`src/rtl/m2p_gray_counter_ifc.sv`:
```
// m2p_gray_counter_ifc
//   Client-side marshaller for the GrayCounterIfc request path. Each accepted
//   method call becomes one 144-bit {tag[15:0], data[127:0]} message, queued
//   in a 2-entry registered FIFO and presented on the outbound pipe. A single
//   outstanding read (readGray/readBin) is tracked by a small FSM. The FSM
//   captures the matching indication and holds the result until it is taken.
//
// Ports
//   CLK, nRST                     clock, asynchronous active-low reset
//   method_<name>__ENA/__RDY      method call handshakes (increment, decrement,
//                                 writeGray, writeBin, readGray, readBin)
//   method_writeGray_v, _writeBin_v  width-bit arguments
//   readResult, readResult__RDY   captured read value and its valid flag
//   resultTake__ENA               consume readResult
//   pipe_enq__ENA/_v/__RDY        outbound message (valid / payload / ready)
//   ind_enq__ENA/_v/__RDY         inbound indication (valid / payload / ready)
//   errCollision, errUnexpected   sticky error flags, cleared only by reset
module m2p_gray_counter_ifc #(
    parameter int width = 4
) (
    input  logic              CLK,
    input  logic              nRST,
    input  logic              method_increment__ENA,
    output logic              method_increment__RDY,
    input  logic              method_decrement__ENA,
    output logic              method_decrement__RDY,
    input  logic              method_writeGray__ENA,
    input  logic [width-1:0]  method_writeGray_v,
    output logic              method_writeGray__RDY,
    input  logic              method_writeBin__ENA,
    input  logic [width-1:0]  method_writeBin_v,
    output logic              method_writeBin__RDY,
    input  logic              method_readGray__ENA,
    output logic              method_readGray__RDY,
    input  logic              method_readBin__ENA,
    output logic              method_readBin__RDY,
    output logic [width-1:0]  readResult,
    output logic              readResult__RDY,
    input  logic              resultTake__ENA,
    output logic              pipe_enq__ENA,
    output logic [143:0]      pipe_enq_v,
    input  logic              pipe_enq__RDY,
    input  logic              ind_enq__ENA,
    input  logic [143:0]      ind_enq_v,
    output logic              ind_enq__RDY,
    output logic              errCollision,
    output logic              errUnexpected
);

    localparam logic [15:0] TAG_INCREMENT = 16'd0;
    localparam logic [15:0] TAG_DECREMENT = 16'd1;
    localparam logic [15:0] TAG_READ_GRAY = 16'd2;
    localparam logic [15:0] TAG_WRITE_GRAY = 16'd3;
    localparam logic [15:0] TAG_READ_BIN = 16'd4;
    localparam logic [15:0] TAG_WRITE_BIN = 16'd5;

    typedef enum logic [1:0] {
        S_IDLE = 2'd0,
        S_WAIT = 2'd1,
        S_HOLD = 2'd2
    } state_t;

    // Argument goes in the top data bits, directly below the tag.
    function automatic logic [127:0] place_arg(input logic [width-1:0] v);
        logic [127:0] d;
        d = '0;
        d[127 -: width] = v;
        return d;
    endfunction

    // FIFO state
    logic [143:0] mem [2];
    logic [1:0]   count;
    logic         wr_ptr;
    logic         rd_ptr;
    logic         full;
    logic         empty;

    // Read FSM state
    state_t       state;
    logic [15:0]  exp_tag;
    logic         ind_rdy;

    // Request arbitration
    logic         write_rdy;
    logic         read_rdy;
    logic [5:0]   acc_vec;
    logic         push;
    logic         pop;
    logic         collision;
    logic [15:0]  push_tag;
    logic [127:0] push_data;
    logic         read_issue;
    logic         ind_ok;
    logic         ind_match;
    logic         ind_data_unused;

    assign full  = (count == 2'd2);
    assign empty = (count == 2'd0);

    // Ready is a function of registered state only.
    assign write_rdy = !full;
    assign read_rdy  = !full && (state == S_IDLE);

    assign method_increment__RDY = write_rdy;
    assign method_decrement__RDY = write_rdy;
    assign method_writeGray__RDY = write_rdy;
    assign method_writeBin__RDY  = write_rdy;
    assign method_readGray__RDY  = read_rdy;
    assign method_readBin__RDY   = read_rdy;

    // Bit position equals the message tag, so the lowest set bit wins.
    assign acc_vec = {method_writeBin__ENA  && write_rdy,
                      method_readBin__ENA   && read_rdy,
                      method_writeGray__ENA && write_rdy,
                      method_readGray__ENA  && read_rdy,
                      method_decrement__ENA && write_rdy,
                      method_increment__ENA && write_rdy};

    assign push      = |acc_vec;
    assign collision = (acc_vec & (acc_vec - 6'd1)) != 6'd0;
    assign pop       = !empty && pipe_enq__RDY;

    always_comb begin
        push_tag  = TAG_INCREMENT;
        push_data = '0;
        if (acc_vec[0]) begin
            push_tag = TAG_INCREMENT;
        end else if (acc_vec[1]) begin
            push_tag = TAG_DECREMENT;
        end else if (acc_vec[2]) begin
            push_tag = TAG_READ_GRAY;
        end else if (acc_vec[3]) begin
            push_tag  = TAG_WRITE_GRAY;
            push_data = place_arg(method_writeGray_v);
        end else if (acc_vec[4]) begin
            push_tag = TAG_READ_BIN;
        end else if (acc_vec[5]) begin
            push_tag  = TAG_WRITE_BIN;
            push_data = place_arg(method_writeBin_v);
        end
    end

    assign read_issue = push && (push_tag == TAG_READ_GRAY || push_tag == TAG_READ_BIN);

    assign pipe_enq__ENA = !empty;
    assign pipe_enq_v    = mem[rd_ptr];

    // FIFO payload storage carries no reset; occupancy tracks validity.
    always_ff @(posedge CLK) begin
        if (push) begin
            mem[wr_ptr] <= {push_tag, push_data};
        end
    end

    always_ff @(posedge CLK or negedge nRST) begin
        if (!nRST) begin
            count  <= 2'd0;
            wr_ptr <= 1'b0;
            rd_ptr <= 1'b0;
        end else begin
            if (push) begin
                wr_ptr <= ~wr_ptr;
            end
            if (pop) begin
                rd_ptr <= ~rd_ptr;
            end
            case ({push, pop})
                2'b10:   count <= count + 2'd1;
                2'b01:   count <= count - 2'd1;
                default: count <= count;
            endcase
        end
    end

    // Indications are only honoured once ready has been presented.
    assign ind_ok    = ind_enq__ENA && ind_rdy;
    assign ind_match = (ind_enq_v[143:128] == exp_tag);

    // Only the tag and the top width data bits are meaningful.
    assign ind_data_unused = ^ind_enq_v;

    assign ind_enq__RDY = ind_rdy;

    always_ff @(posedge CLK or negedge nRST) begin
        if (!nRST) begin
            state           <= S_IDLE;
            exp_tag         <= 16'd0;
            readResult      <= '0;
            readResult__RDY <= 1'b0;
            errCollision    <= 1'b0;
            errUnexpected   <= 1'b0;
            ind_rdy         <= 1'b0;
        end else begin
            ind_rdy <= 1'b1;
            if (collision) begin
                errCollision <= 1'b1;
            end
            case (state)
                S_IDLE: begin
                    if (read_issue) begin
                        state   <= S_WAIT;
                        exp_tag <= push_tag;
                    end
                    if (ind_ok) begin
                        errUnexpected <= 1'b1;
                    end
                end
                S_WAIT: begin
                    if (ind_ok) begin
                        if (ind_match) begin
                            state           <= S_HOLD;
                            readResult      <= ind_enq_v[127 -: width];
                            readResult__RDY <= 1'b1;
                        end else begin
                            errUnexpected <= 1'b1;
                        end
                    end
                end
                S_HOLD: begin
                    if (ind_ok) begin
                        errUnexpected <= 1'b1;
                    end
                    if (resultTake__ENA) begin
                        state           <= S_IDLE;
                        readResult__RDY <= 1'b0;
                    end
                end
                default: begin
                    state <= S_IDLE;
                end
            endcase
        end
    end

endmodule

```
`config.mk`:
```
export PLATFORM = sky130hd
export DESIGN_NAME = m2p_gray_counter_ifc
export DESIGN_NICKNAME = d
export VERILOG_FILES = /design/src/rtl/m2p_gray_counter_ifc.sv
export SDC_FILE = /design/constraint.sdc
export NUM_CORES = 1
export LEC_CHECK = 0
export CORE_AREA = 2 2 126 128
export DETAILED_ROUTE_END_ITERATION = 8
export DIE_AREA = 0 0 128 130
export PLACE_DENSITY = 0.57
export SETUP_SLACK_MARGIN = 0.02
export SYNTH_ARGS = -nofsm -noshare
export SYNTH_HDL_FRONTEND = slang
export SYNTH_SLANG_ARGS = --single-unit
```
`constraint.sdc`:
```
create_clock -name CLK -period 2.6 [get_ports CLK]
set_input_delay 0.65 -clock CLK [delete_from_list [all_inputs] [get_ports CLK]]
set_output_delay 0.65 -clock CLK [all_outputs]
set_load 0.005 [all_outputs]
```
==> impl_results.md <==
- Synth top area share: 41.2%
- # IOs: about 320
- EDFF count, synth: 14
- Maximum clock rate: 418 MHz
- Most common cell in the netlist: buf_4
- RSZ-0062 raised after global routing: no
- 1st-iter DRT viols: 40
- Vias after detailed routing: 1582
- Asr flop ratio synth: 54.8%
- First-pass GRT wire length: ~7 mm
- CTS tree: done
- Post CTS Setup Buffer Count: 0
- Number of buffers on the longest clock path: 2
- Clock sink count: 31
- Final setup fails: 0
- Setup CP Type: reg2out
- I/O Buffers: 60
- Critical path arrival: 1740 ps
- Fill count: 1718
- Layout Skew: 6.52 ps
- Final hold violation count: 0
- ANT cells: 0
- TNS Setup: 0 ps
- Die height: 130 µm
- Num CTS Buffers: 5
- Synth Register Bits: 31
- Pwr/cell area: 688 nW/µm²
- Max-slew violation count: 0
- Final ANT Viol Nets: 0
- DP HPWL: 4.24 mm
- Total number of yosys warnings: 0
- Startpoint Class: flip-flop
- Status: finished clean
- Vias in the first global route: 1339
- Top cells by count, synth: 141 x buf_4, 17 x dfrtp_1, 14 x edfxtp_1
- Share of cells above drive strength 1: between 10% and 20%
- Worst setup margin: 209 ps
- Worst hold path class: reg2reg
- GRT Residual Overflow: 0
- Post-Syn Area per Cell: 9.59 µm²
- Clk_lat worst skew: approximately 270 ps
- Comb power frac: around 38%
- Hold slack: 474 ps
- Reg clk slew, reported paths: 50 ps
- Top cells by area, synth: buf_4 41%, dfrtp_1 17%, edfxtp_1 16%
- Largest net degree at the start of global routing: 18
- Crit share post-route: 91.9%
- Synthesized area: around 2600 µm²
- Max Cap Violations: 0
- Site row count: 46
- Post-synth top area cell: buf_4
- Drt pass-1 iters: 4
- Static leakage: 0.00141 µW
- Crit path time final: around 2400 ps
- Antenna violations before repair: 0
- Drc violations: 0
- Total track usage: under 10%
- Peak supply drop: 0.261 mV
- Hold_buf cts: 0
- Layout area overhead: 20.2%
- Sequential power share: 35.0%
- Internal power component: 1500 µW
- Pre-CTS setup slack: -39.4 ps
- Max FO, Critical Path: 4
- Die Wd: around 130 µm
- H-Tree Depth: 2
- Routability congestion estimate from global placement: 0.727
- Finished Cell Area: 3090 µm²
- Via-per-instance ratio: just under 3
- Ys flop type: dfrtp_1
- WL/cell: a little over 9 µm
- Initial Util: ~17%
- Worst Setup End Kind: output port
- Post-layout nets: 503
- NetSw: 627 µW
- Die area: 16600 µm²
- CP Data Required Time: slightly below 2000 ps
- Sw frac: 29.5%
- Sequential fraction of the synthesis area: 32.9%
- Yosys cell types: 42
- Mapped Cells: approximately 270
- Core area: 15400 µm²
- Tot Pwr: roughly 2100 µW
- Clock root buffer: clkbuf_16
- Final wirelength: 4.94 mm
- Clock Power Share: between 20% and 30%
- Cell Area, Placed: about 2900 µm²
state kept, by name, summed over array words and instances (netlist names):
signal and flops:
wr_ptr 1, ind_enq__RDY 1, rd_ptr 1, errCollision 1, exp_tag 3, errUnexpected 1, mem 14, state 2
count 2, readResult__RDY 1, readResult 4
path summary, 6_finish.rpt:
| path | start | endpoint | slack (ps) | cells after the start |
|---|---|---|---|---|
| worst max-delay path | count[1]$_DFFE_PN0P_ | method_readGray__RDY | 210 | 3 |
| worst min-delay path | count[1]$_DFFE_PN0P_ | count[1]$_DFFE_PN0P_ | 470 | 1 |
| worst max register to register | state[0]$_DFFE_PN0P_ | count[1]$_DFFE_PN0P_ | 790 | 6 |
| worst min register to register | count[1]$_DFFE_PN0P_ | count[1]$_DFFE_PN0P_ | 470 | 1 |
| max in group asynchronous | nRST | readResult[3]$_DFFE_PN0P_ | 1700 | 2 |
| min in group asynchronous | nRST | state[0]$_DFFE_PN0P_ | 710 | 2 |
cells in the final DEF (no fill, tap or decap), types with 2 or more instances in the layout:
cell / count
mux2_1: 5
nor4_1: 3
clkbuf_16: 5
xor2_1: 2
and2_1: 2
dfrtp_1: 17
nand3_1: 5
conb_1: 138
clkdlybuf4s50_1: 60
inv_1: 4
a211o_1: 2
edfxtp_1: 14
xnor2_1: 6
nand2_1: 6
mux2_2: 7
a21oi_1: 7
nor2_1: 10
nand4_1: 2
buf_4: 12
or2_1: 2
nor3_1: 5
nor2b_1: 2
power groups by stage:
stage | logic, µW | registers, µW | clock network [µW]
after floorplan | 586 | 721 | 0
after global placement | 806 | 752 | 0
after detailed placement | 812 | 758 | 0
after CTS | 817 | 752 | 598
after global routing | 897 | 765 | 611
final | 802 | 744 | 581
stage by stage:
stage	instances	util [%]
after detailed placement	524	19.1
after global routing	532	20.0
after floorplan	404	-
final	532	20.0
after CTS	532	20.0
after global placement	524	19.1
worst max-delay path, stage by stage, from the launching register on:
cell and delay, ps:
dfrtp_1 390, nor2b_2 200, nor3_1 300, clkdlybuf4s50_1 570
what timing repair did:
item	in CTS	in global routing
resized for setup	0	1
endpoints found under the hold margin	0	0
endpoints found under the setup margin	0	1
cells by family after synthesis:
group | count (synthesis) | share of synthesized area (%)
buf+inv | 149 | 42.4
simple gates | 44 | 9.64
flops | 31 | 32.9
compound gates | 19 | 5.50
mux | 12 | 5.26
xor+xnor | 8 | 2.73
fa+ha+maj | 3 | 1.31
other cells | 2 | 0.292
final cells by class:
type,instances,area (µm²),area share (%)
repair buffers,72,691,22.3
inverters,5,18.8,0.607
clock inverters,1,5.00,0.162
well taps,192,240,7.77
multi-input cells,224,1150,37.2
flip-flops and latches,31,846,27.4
clock buffers,7,143,4.61
layer usage:
metal  global-route usage [%]  share of wire, %  vias up
met5                        0                 0        -
met3                     1.48                10        6
li1                         -                 -      743
met2                     9.34                46      134
met4                     3.30               2.3        0
met1                     6.78                42      699
(Power assumes the default switching activity.)
